`src/rtl/alu_op_sequencer_if.sv`:
```
// rtl/alu_op_sequencer_if.sv - op handshake between the sequencer and the accumulator ALU
//
// Signals:
//   Data      operand driven to the accumulator (DATA_W)
//   Function  function code: 00 add, 01 mul, 10 shl, 11 hold
//   OpValid   Data/Function carry a live op
//   OpReady   accumulator accepts the op this cycle
//   Result    accumulator register output (RES_W)
// Modports: master = sequencer side, slave = accumulator side.

interface alu_op_sequencer_if #(
    parameter int DATA_W = 4,
    parameter int RES_W  = 8
);
    logic [DATA_W-1:0] Data;
    logic [1:0]        Function;
    logic              OpValid;
    logic              OpReady;
    logic [RES_W-1:0]  Result;

    modport master (
        output Data,
        output Function,
        output OpValid,
        input  OpReady,
        input  Result
    );

    modport slave (
        input  Data,
        input  Function,
        input  OpValid,
        output OpReady,
        output Result
    );
endinterface

```
`src/rtl/alu_op_sequencer.sv`:
```
// rtl/alu_op_sequencer.sv - issues a small (Function, Data) program to an accumulator ALU
//
// Holds DEPTH program entries loaded from switch inputs and issues them one per
// valid/ready handshake, capturing the accumulator result after each accepted op.
//
// Ports:
//   Clock       in   rising-edge clock
//   Reset_b     in   asynchronous reset, active HIGH
//   Load        in   write LoadFunc/LoadData into program[LoadAddr] (IDLE only)
//   LoadAddr    in   program write address
//   LoadData    in   operand to store
//   LoadFunc    in   function code to store
//   Count       in   ops to run (0..15, clamped to DEPTH)
//   Start       in   begin a run from entry 0 (IDLE only)
//   Loop        in   present only with ALU_SEQ_LOOP_EN: restart instead of finishing
//   op          if   master side of the op handshake (Data, Function, OpValid, OpReady, Result)
//   LastResult  out  Result captured after the most recent accepted op
//   StepIdx     out  program index of the current/last op
//   Busy        out  high while issuing or waiting
//   Done        out  one-cycle pulse at the end of a run
//
// Optional feature macro: ALU_SEQ_LOOP_EN

module alu_op_sequencer #(
    parameter  int DEPTH  = 8,
    parameter  int DATA_W = 4,
    parameter  int RES_W  = 8,
    localparam int ADDR_W = $clog2(DEPTH)
) (
    input  logic              Clock,
    input  logic              Reset_b,
    input  logic              Load,
    input  logic [ADDR_W-1:0] LoadAddr,
    input  logic [DATA_W-1:0] LoadData,
    input  logic [1:0]        LoadFunc,
    input  logic [3:0]        Count,
    input  logic              Start,
`ifdef ALU_SEQ_LOOP_EN
    input  logic              Loop,
`endif
    alu_op_sequencer_if.master op,
    output logic [RES_W-1:0]  LastResult,
    output logic [ADDR_W-1:0] StepIdx,
    output logic              Busy,
    output logic              Done
);

    localparam logic [1:0] FUNC_HOLD = 2'b11;

    typedef struct packed {
        logic [1:0]        func;
        logic [DATA_W-1:0] data;
    } entry_t;

    typedef enum logic [1:0] {
        S_IDLE,
        S_ISSUE,
        S_WAIT,
        S_DONE
    } state_t;

    state_t            state;
    entry_t            prog [DEPTH];
    logic [ADDR_W-1:0] last_idx;
    logic [ADDR_W-1:0] start_last;
    logic [ADDR_W-1:0] step_next;
    entry_t            entry0;
    logic              loop_en;

`ifdef ALU_SEQ_LOOP_EN
    assign loop_en = Loop;
`else
    assign loop_en = 1'b0;
`endif

    // Index of the final op for the run being started; Count is clamped to DEPTH.
    // Only meaningful when Count != 0.
    always_comb begin
        if (int'(Count) > DEPTH) begin
            start_last = ADDR_W'(DEPTH - 1);
        end else begin
            start_last = ADDR_W'(Count - 4'd1);
        end
    end

    assign step_next = StepIdx + ADDR_W'(1);

    // A Load to entry 0 in the same cycle as Start must be seen by the first op,
    // so forward the incoming write instead of the stale stored value.
    always_comb begin
        entry0 = prog[0];
        if (Load && (LoadAddr == '0)) begin
            entry0 = '{func: LoadFunc, data: LoadData};
        end
    end

    // Program store: writable only while idle so a run never sees a changing program.
    always_ff @(posedge Clock or posedge Reset_b) begin
        if (Reset_b) begin
            for (int i = 0; i < DEPTH; i++) begin
                prog[i] <= '{func: FUNC_HOLD, data: '0};
            end
        end else if ((state == S_IDLE) && Load) begin
            prog[LoadAddr] <= '{func: LoadFunc, data: LoadData};
        end
    end

    always_ff @(posedge Clock or posedge Reset_b) begin
        if (Reset_b) begin
            state       <= S_IDLE;
            op.Data     <= '0;
            op.Function <= FUNC_HOLD;
            op.OpValid  <= 1'b0;
            LastResult  <= '0;
            StepIdx     <= '0;
            last_idx    <= '0;
            Busy        <= 1'b0;
            Done        <= 1'b0;
        end else begin
            case (state)
                S_IDLE: begin
                    Done <= 1'b0;
                    if (Start) begin
                        if (Count != 4'd0) begin
                            state       <= S_ISSUE;
                            StepIdx     <= '0;
                            last_idx    <= start_last;
                            op.Function <= entry0.func;
                            op.Data     <= entry0.data;
                            op.OpValid  <= 1'b1;
                            Busy        <= 1'b1;
                        end else begin
                            state <= S_DONE;
                            Done  <= 1'b1;
                        end
                    end
                end

                S_ISSUE: begin
                    // Outputs are held untouched until the accumulator accepts.
                    if (op.OpReady) begin
                        state       <= S_WAIT;
                        op.OpValid  <= 1'b0;
                        op.Function <= FUNC_HOLD;
                        op.Data     <= '0;
                    end
                end

                S_WAIT: begin
                    // The accumulator register updated on the accept edge, so
                    // Result already reflects the op just issued.
                    LastResult <= op.Result;
                    if (StepIdx == last_idx) begin
                        if (loop_en) begin
                            state       <= S_ISSUE;
                            StepIdx     <= '0;
                            op.Function <= prog[0].func;
                            op.Data     <= prog[0].data;
                            op.OpValid  <= 1'b1;
                        end else begin
                            state <= S_DONE;
                            Busy  <= 1'b0;
                            Done  <= 1'b1;
                        end
                    end else begin
                        state       <= S_ISSUE;
                        StepIdx     <= step_next;
                        op.Function <= prog[step_next].func;
                        op.Data     <= prog[step_next].data;
                        op.OpValid  <= 1'b1;
                    end
                end

                S_DONE: begin
                    state <= S_IDLE;
                    Done  <= 1'b0;
                end

                default: begin
                    state <= S_IDLE;
                end
            endcase
        end
    end

endmodule

```
`src/flat_wrapper.sv`:
```
// flat-port wrapper written by rule: the top's interface ports become plain ports
module alu_op_sequencer_flat 
#(
    parameter  int DEPTH  = 8,
    parameter  int DATA_W = 4,
    parameter  int RES_W  = 8,
    localparam int ADDR_W = $clog2(DEPTH)
)
  (Clock, Reset_b, Load, LoadAddr, LoadData, LoadFunc, Count, Start, LastResult, StepIdx, Busy, Done, op_Data, op_Function, op_OpValid, op_OpReady, op_Result);
  alu_op_sequencer_if #(.DATA_W(DATA_W), .RES_W(RES_W)) op_i ();
  input  logic Clock;
  input  logic Reset_b;
  input  logic Load;
  input  logic [ADDR_W-1:0] LoadAddr;
  input  logic [DATA_W-1:0] LoadData;
  input  logic [1:0] LoadFunc;
  input  logic [3:0] Count;
  input  logic Start;
  output logic [RES_W-1:0] LastResult;
  output logic [ADDR_W-1:0] StepIdx;
  output logic Busy;
  output logic Done;
  output wire logic [$bits(op_i.Data)-1:0] op_Data;
  output wire logic [$bits(op_i.Function)-1:0] op_Function;
  output wire logic [$bits(op_i.OpValid)-1:0] op_OpValid;
  input wire logic [$bits(op_i.OpReady)-1:0] op_OpReady;
  input wire logic [$bits(op_i.Result)-1:0] op_Result;
  assign op_Data = op_i.Data;
  assign op_Function = op_i.Function;
  assign op_OpValid = op_i.OpValid;
  assign op_i.OpReady = op_OpReady;
  assign op_i.Result = op_Result;
  alu_op_sequencer #(.DEPTH(DEPTH), .DATA_W(DATA_W), .RES_W(RES_W)) u_core (.Clock(Clock), .Reset_b(Reset_b), .Load(Load), .LoadAddr(LoadAddr), .LoadData(LoadData), .LoadFunc(LoadFunc), .Count(Count), .Start(Start), .op(op_i), .LastResult(LastResult), .StepIdx(StepIdx), .Busy(Busy), .Done(Done));
endmodule
```
`config.mk`:
```
export PLATFORM = sky130hd
export DESIGN_NAME = alu_op_sequencer_flat
export DESIGN_NICKNAME = d
export VERILOG_FILES = /design/src/rtl/alu_op_sequencer_if.sv /design/src/rtl/alu_op_sequencer.sv /design/src/flat_wrapper.sv
export SDC_FILE = /design/constraint.sdc
export NUM_CORES = 1
export LEC_CHECK = 0
export ABC_AREA = 1
export ABC_CLOCK_PERIOD_IN_PS = 2900
export BUFFER_PORTS_ARGS = -buffer_cell sky130_fd_sc_hd__buf_4
export CORE_ASPECT_RATIO = 1.4
export CORE_MARGIN = 3
export CORE_UTILIZATION = 58
export CTS_BUF_LIST = sky130_fd_sc_hd__clkbuf_8 sky130_fd_sc_hd__clkbuf_16
export CTS_CLUSTER_SIZE = 30
export DETAILED_ROUTE_END_ITERATION = 6
export GPL_ROUTABILITY_DRIVEN = 1
export PLACE_DENSITY = 0.82
export SLEW_MARGIN = 30
export SYNTH_ARGS = -nofsm -noshare
export SYNTH_HDL_FRONTEND = slang
export SYNTH_SLANG_ARGS = --single-unit
```
`constraint.sdc`:
```
create_clock -name Clock -period 2.9 [get_ports Clock]
set_input_delay 0.58 -clock Clock [delete_from_list [all_inputs] [get_ports Clock]]
set_output_delay 0.58 -clock Clock [all_outputs]
set_load 0.1 [all_outputs]
```
==> run_results.csv <==
group,metric,value,unit
detailed_routing,vias,3133,
global_routing,grt-ovfl-total,0,
cells_and_area,antennaDiodeCount,0,
outcome,status,"complete, no violations",
pwr,seq_power_share,0.346,
cells_and_area,fin_area,4220,um^2
logic_synthesis,synth_area_leaders,"dfrtp_1, nand2_1, dfstp_2",
timing,max_slew.worst_pin.slew,0.664,ns
pwr,p_int,2.78,mW
floorplanning,die_x,73.5,um
clocking,clock_latency,0.35,ns
setup_path,required,3.17,ns
clocking,cts_tree,"done",
setup_path,crit_family,"simple AND/OR/NAND/NOR gates",
timing,finClkSkew,0.00653,ns
run,maxCapViolations,0,
clocking,cts_resized,0,
logic_synthesis,synth_seq_cells,73,
setup_path,rrSetupSlack,0.93,ns
setup_path,cp.buffers_inverters,1,
logic_synthesis,synth.top_cells.by_count,"nand2_1, o21ai_0, dfrtp_1",
setup_path,critical_path_class,"reg -> reg",
floorplanning,initial_core_util,0.613,
pwr,p_leak,2.18,nW
global_routing,busiest_layer,"met2",
detailed_routing,wl,8150,um
logic_synthesis,synth_area_per_cell,7.92,um^2
timing,maxSlewViolCount,0,
cells_and_area,layout-drive-gt1-share,0.191,
timing,setup_slack,0.930,ns
global_routing,grt_pass1_wl,13500,um
global_routing,antenna_found_initial,0,
logic_synthesis,ys.flop_type,"dfrtp_1",
global_routing,grt_pass1_vias,2874,
pwr,p_switching,2.61,mW
setup_path,max_stage_delay,0.43,ns
pwr,p_comb_frac,0.509,
cells_and_area,area_growth,14.2,%
logic_synthesis,ys_warn_count,0,
setup_path,crit_path_end,"u_core.prog[41]",
pwr,pwr_density_cell,1280,nW/um^2
logic_synthesis,yosysTopAreaCell,"dfrtp_1",
clocking,cts-buffers-inserted,9,
clocking,clkSinkCount,73,
floorplanning,coreArea,6030,um^2
setup_path,crit_slowest_cell,"dfrtp_1",
logic_synthesis,synth_most_common_cell,"nand2_1",
timing,period_minus_slack,1.97,ns
floorplanning,dieArea,7380,um^2
global_routing,grt_start_max_net_pins,74,
timing,final.setup.tns,0,ns
detailed_routing,vias_per_cell,5.38,
timing,timing.final.crit_share,0.679,
logic_synthesis,synth_cells,467,
clocking,h-tree-depth,3,
detailed_routing,drt_iter0_markers,284,
setup_path,r2r_end,"u_core.prog[41]",
setup_path,cp.arrival,2.24,ns
setup_path,cp_cell_sequence,"inv_1 > ha_1 > nand2_1 > nor2_1 > nand2_1 > o21ai_0",
timing,finalSetupViolations,0,
global_routing,use_met1,0.310,
clocking,clockBufferDepth,2,
pwr,switching_share,0.484,
cells_and_area,nets,540,
setup_path,r2r.worst_path.cells,6,
timing,relSlewSlack,0.558,
floorplanning,rows,33,
clocking,cts-root-buf,"clkbuf_8",
timing,max_freq,508,MHz
timing,hold_viol,0,
placement,globalplace.congestion,0.915,
timing,hold_slack,0.373,ns
setup_path,timing.rr.start,"u_core.state[1]",
setup_path,startpoint_type,"register",
detailed_routing,avgRoutedWirePerCell,14.0,um
logic_synthesis,synth_fp_nets,500,
clocking,post-cts-setup-buffer-count,0,
setup_path,crit_top_cell,"nand2_1",
placement,port_buffers,45,
setup_path,crit_fanout,12,
placement,hpwl,5730,um
logic_synthesis,ys_seq_area_frac,0.500,
clocking,holdBufCountCts,0,
global_routing,grt_usage,0.236,
setup_path,crit_cells,6,
timing,grt_setup_unrepaired,"false",
logic_synthesis,yosysTopAreaCellShare,0.372,
detailed_routing,drc_errors,0,
placement,placed_cell_area,4020,um^2
detailed_routing,first_pass_iters,4,
worst_hold_path,hp-class,"in -> async",
global_routing,grtUsageMet3,0.0309,
pwr,peakVddDrop,0.675,mV
floorplanning,die_h,100,um
setup_path,critPathLaunch,"u_core.state[1]",
detailed_routing,ant_nets,0,
clocking,path_clk_slew,0.07,ns
logic_synthesis,synth-edff-count,0,
logic_synthesis,synth-async-reset-ratio,1.00,
logic_synthesis,syn_area,3700,um^2
setup_path,endpoint_kind,"register",
logic_synthesis,yosysUniqueCellTypes,28,
floorplanning,io_pins,46,
pwr,pwr-share-clk,0.145,
placement,pre_cts_ws,0.952,ns
global_routing,met2_usage,0.388,
## power by group through the flow
stage / Combinational [mW] / Sequential, mW / Clock (mW)
5_1_grt: 3.02 / 1.92 / 0.837
6_report: 2.74 / 1.86 / 0.782
3_3_place_gp: 2.67 / 1.86 / 0
4_1_cts: 2.74 / 1.86 / 0.795
3_5_place_dp: 2.73 / 1.87 / 0
2_1_floorplan: 1.38 / 2.67 / 0
## registers in the layout (all words and copies together), names as in the netlist
register,count
u_core.StepIdx,3
u_core.Busy,1
u_core.op.OpValid,1
u_core.Done,1
u_core.prog,48
u_core.op.Data,4
u_core.LastResult,8
u_core.last_idx,3
u_core.state,2
u_core.op.Function,2
## how the worst min path moves through the flow
stage	start	slack, ns	end
finish	Reset_b	0.37	u_core.Done
global route	Count[0]	0.43	u_core.last_idx[0]
CTS	Count[0]	0.42	u_core.last_idx[0]
detailed placement	u_core.op.Function[0]	0.47	u_core.op.Function[0]
global placement	u_core.prog[21]	0.46	u_core.prog[21]
floorplan	u_core.prog[18]	0.45	u_core.prog[18]
## layout by cell type (no fill, tap or decap), types with 8 or more instances in the layout
cell type,instances
inv_1,44
dfstp_2,18
nor2_1,33
clkbuf_8,10
buf_4,47
mux2_2,8
nand3_1,27
o21ai_0,61
dfrtp_1,55
nand2_1,170
## layer usage
layer  up-vias  part of all wire  routed length, um
li1       1555                 -                  -
met1      1463              0.42               3450
met2       100              0.50               4070
met3        15             0.057                461
met4         0             0.021                172
met5         -                 0                  0
## through the flow
stage,total power [mW],cells,util
floorplan,4.05,467,-
global route,5.78,582,0.700
finish,5.39,582,0.700
CTS,5.40,582,0.700
detailed placement,4.60,566,0.667
global placement,4.53,566,0.667
## tightest hold or removal path, cell delays in order
cell and delay (ns):
buf_4 0.11, inv_2 0.04, buf_6 0.48
## cell type report
class                           count  area (um^2)
Sequential cell                    73         1850
Fill cell                         499         1810
Multi-Input combinational cell    328         1550
Timing Repair Buffer               48          364
Inverter                           47          176
Clock buffer                       10          138
Tap cell                           70         87.6
Clock inverter                      6         57.6
## cells by family (layout without fill, tap and decap cells)
logic type	after synthesis	count (layout)	share of synthesized area
flops	73	73	0.500
fa+ha+maj	7	7	0.0237
simple gates	235	235	0.255
buf+inv	66	111	0.0805
compound gates	75	75	0.107
mux	8	8	0.0244
xor+xnor	3	3	0.00914
Power figures use the tool's default switching activity.
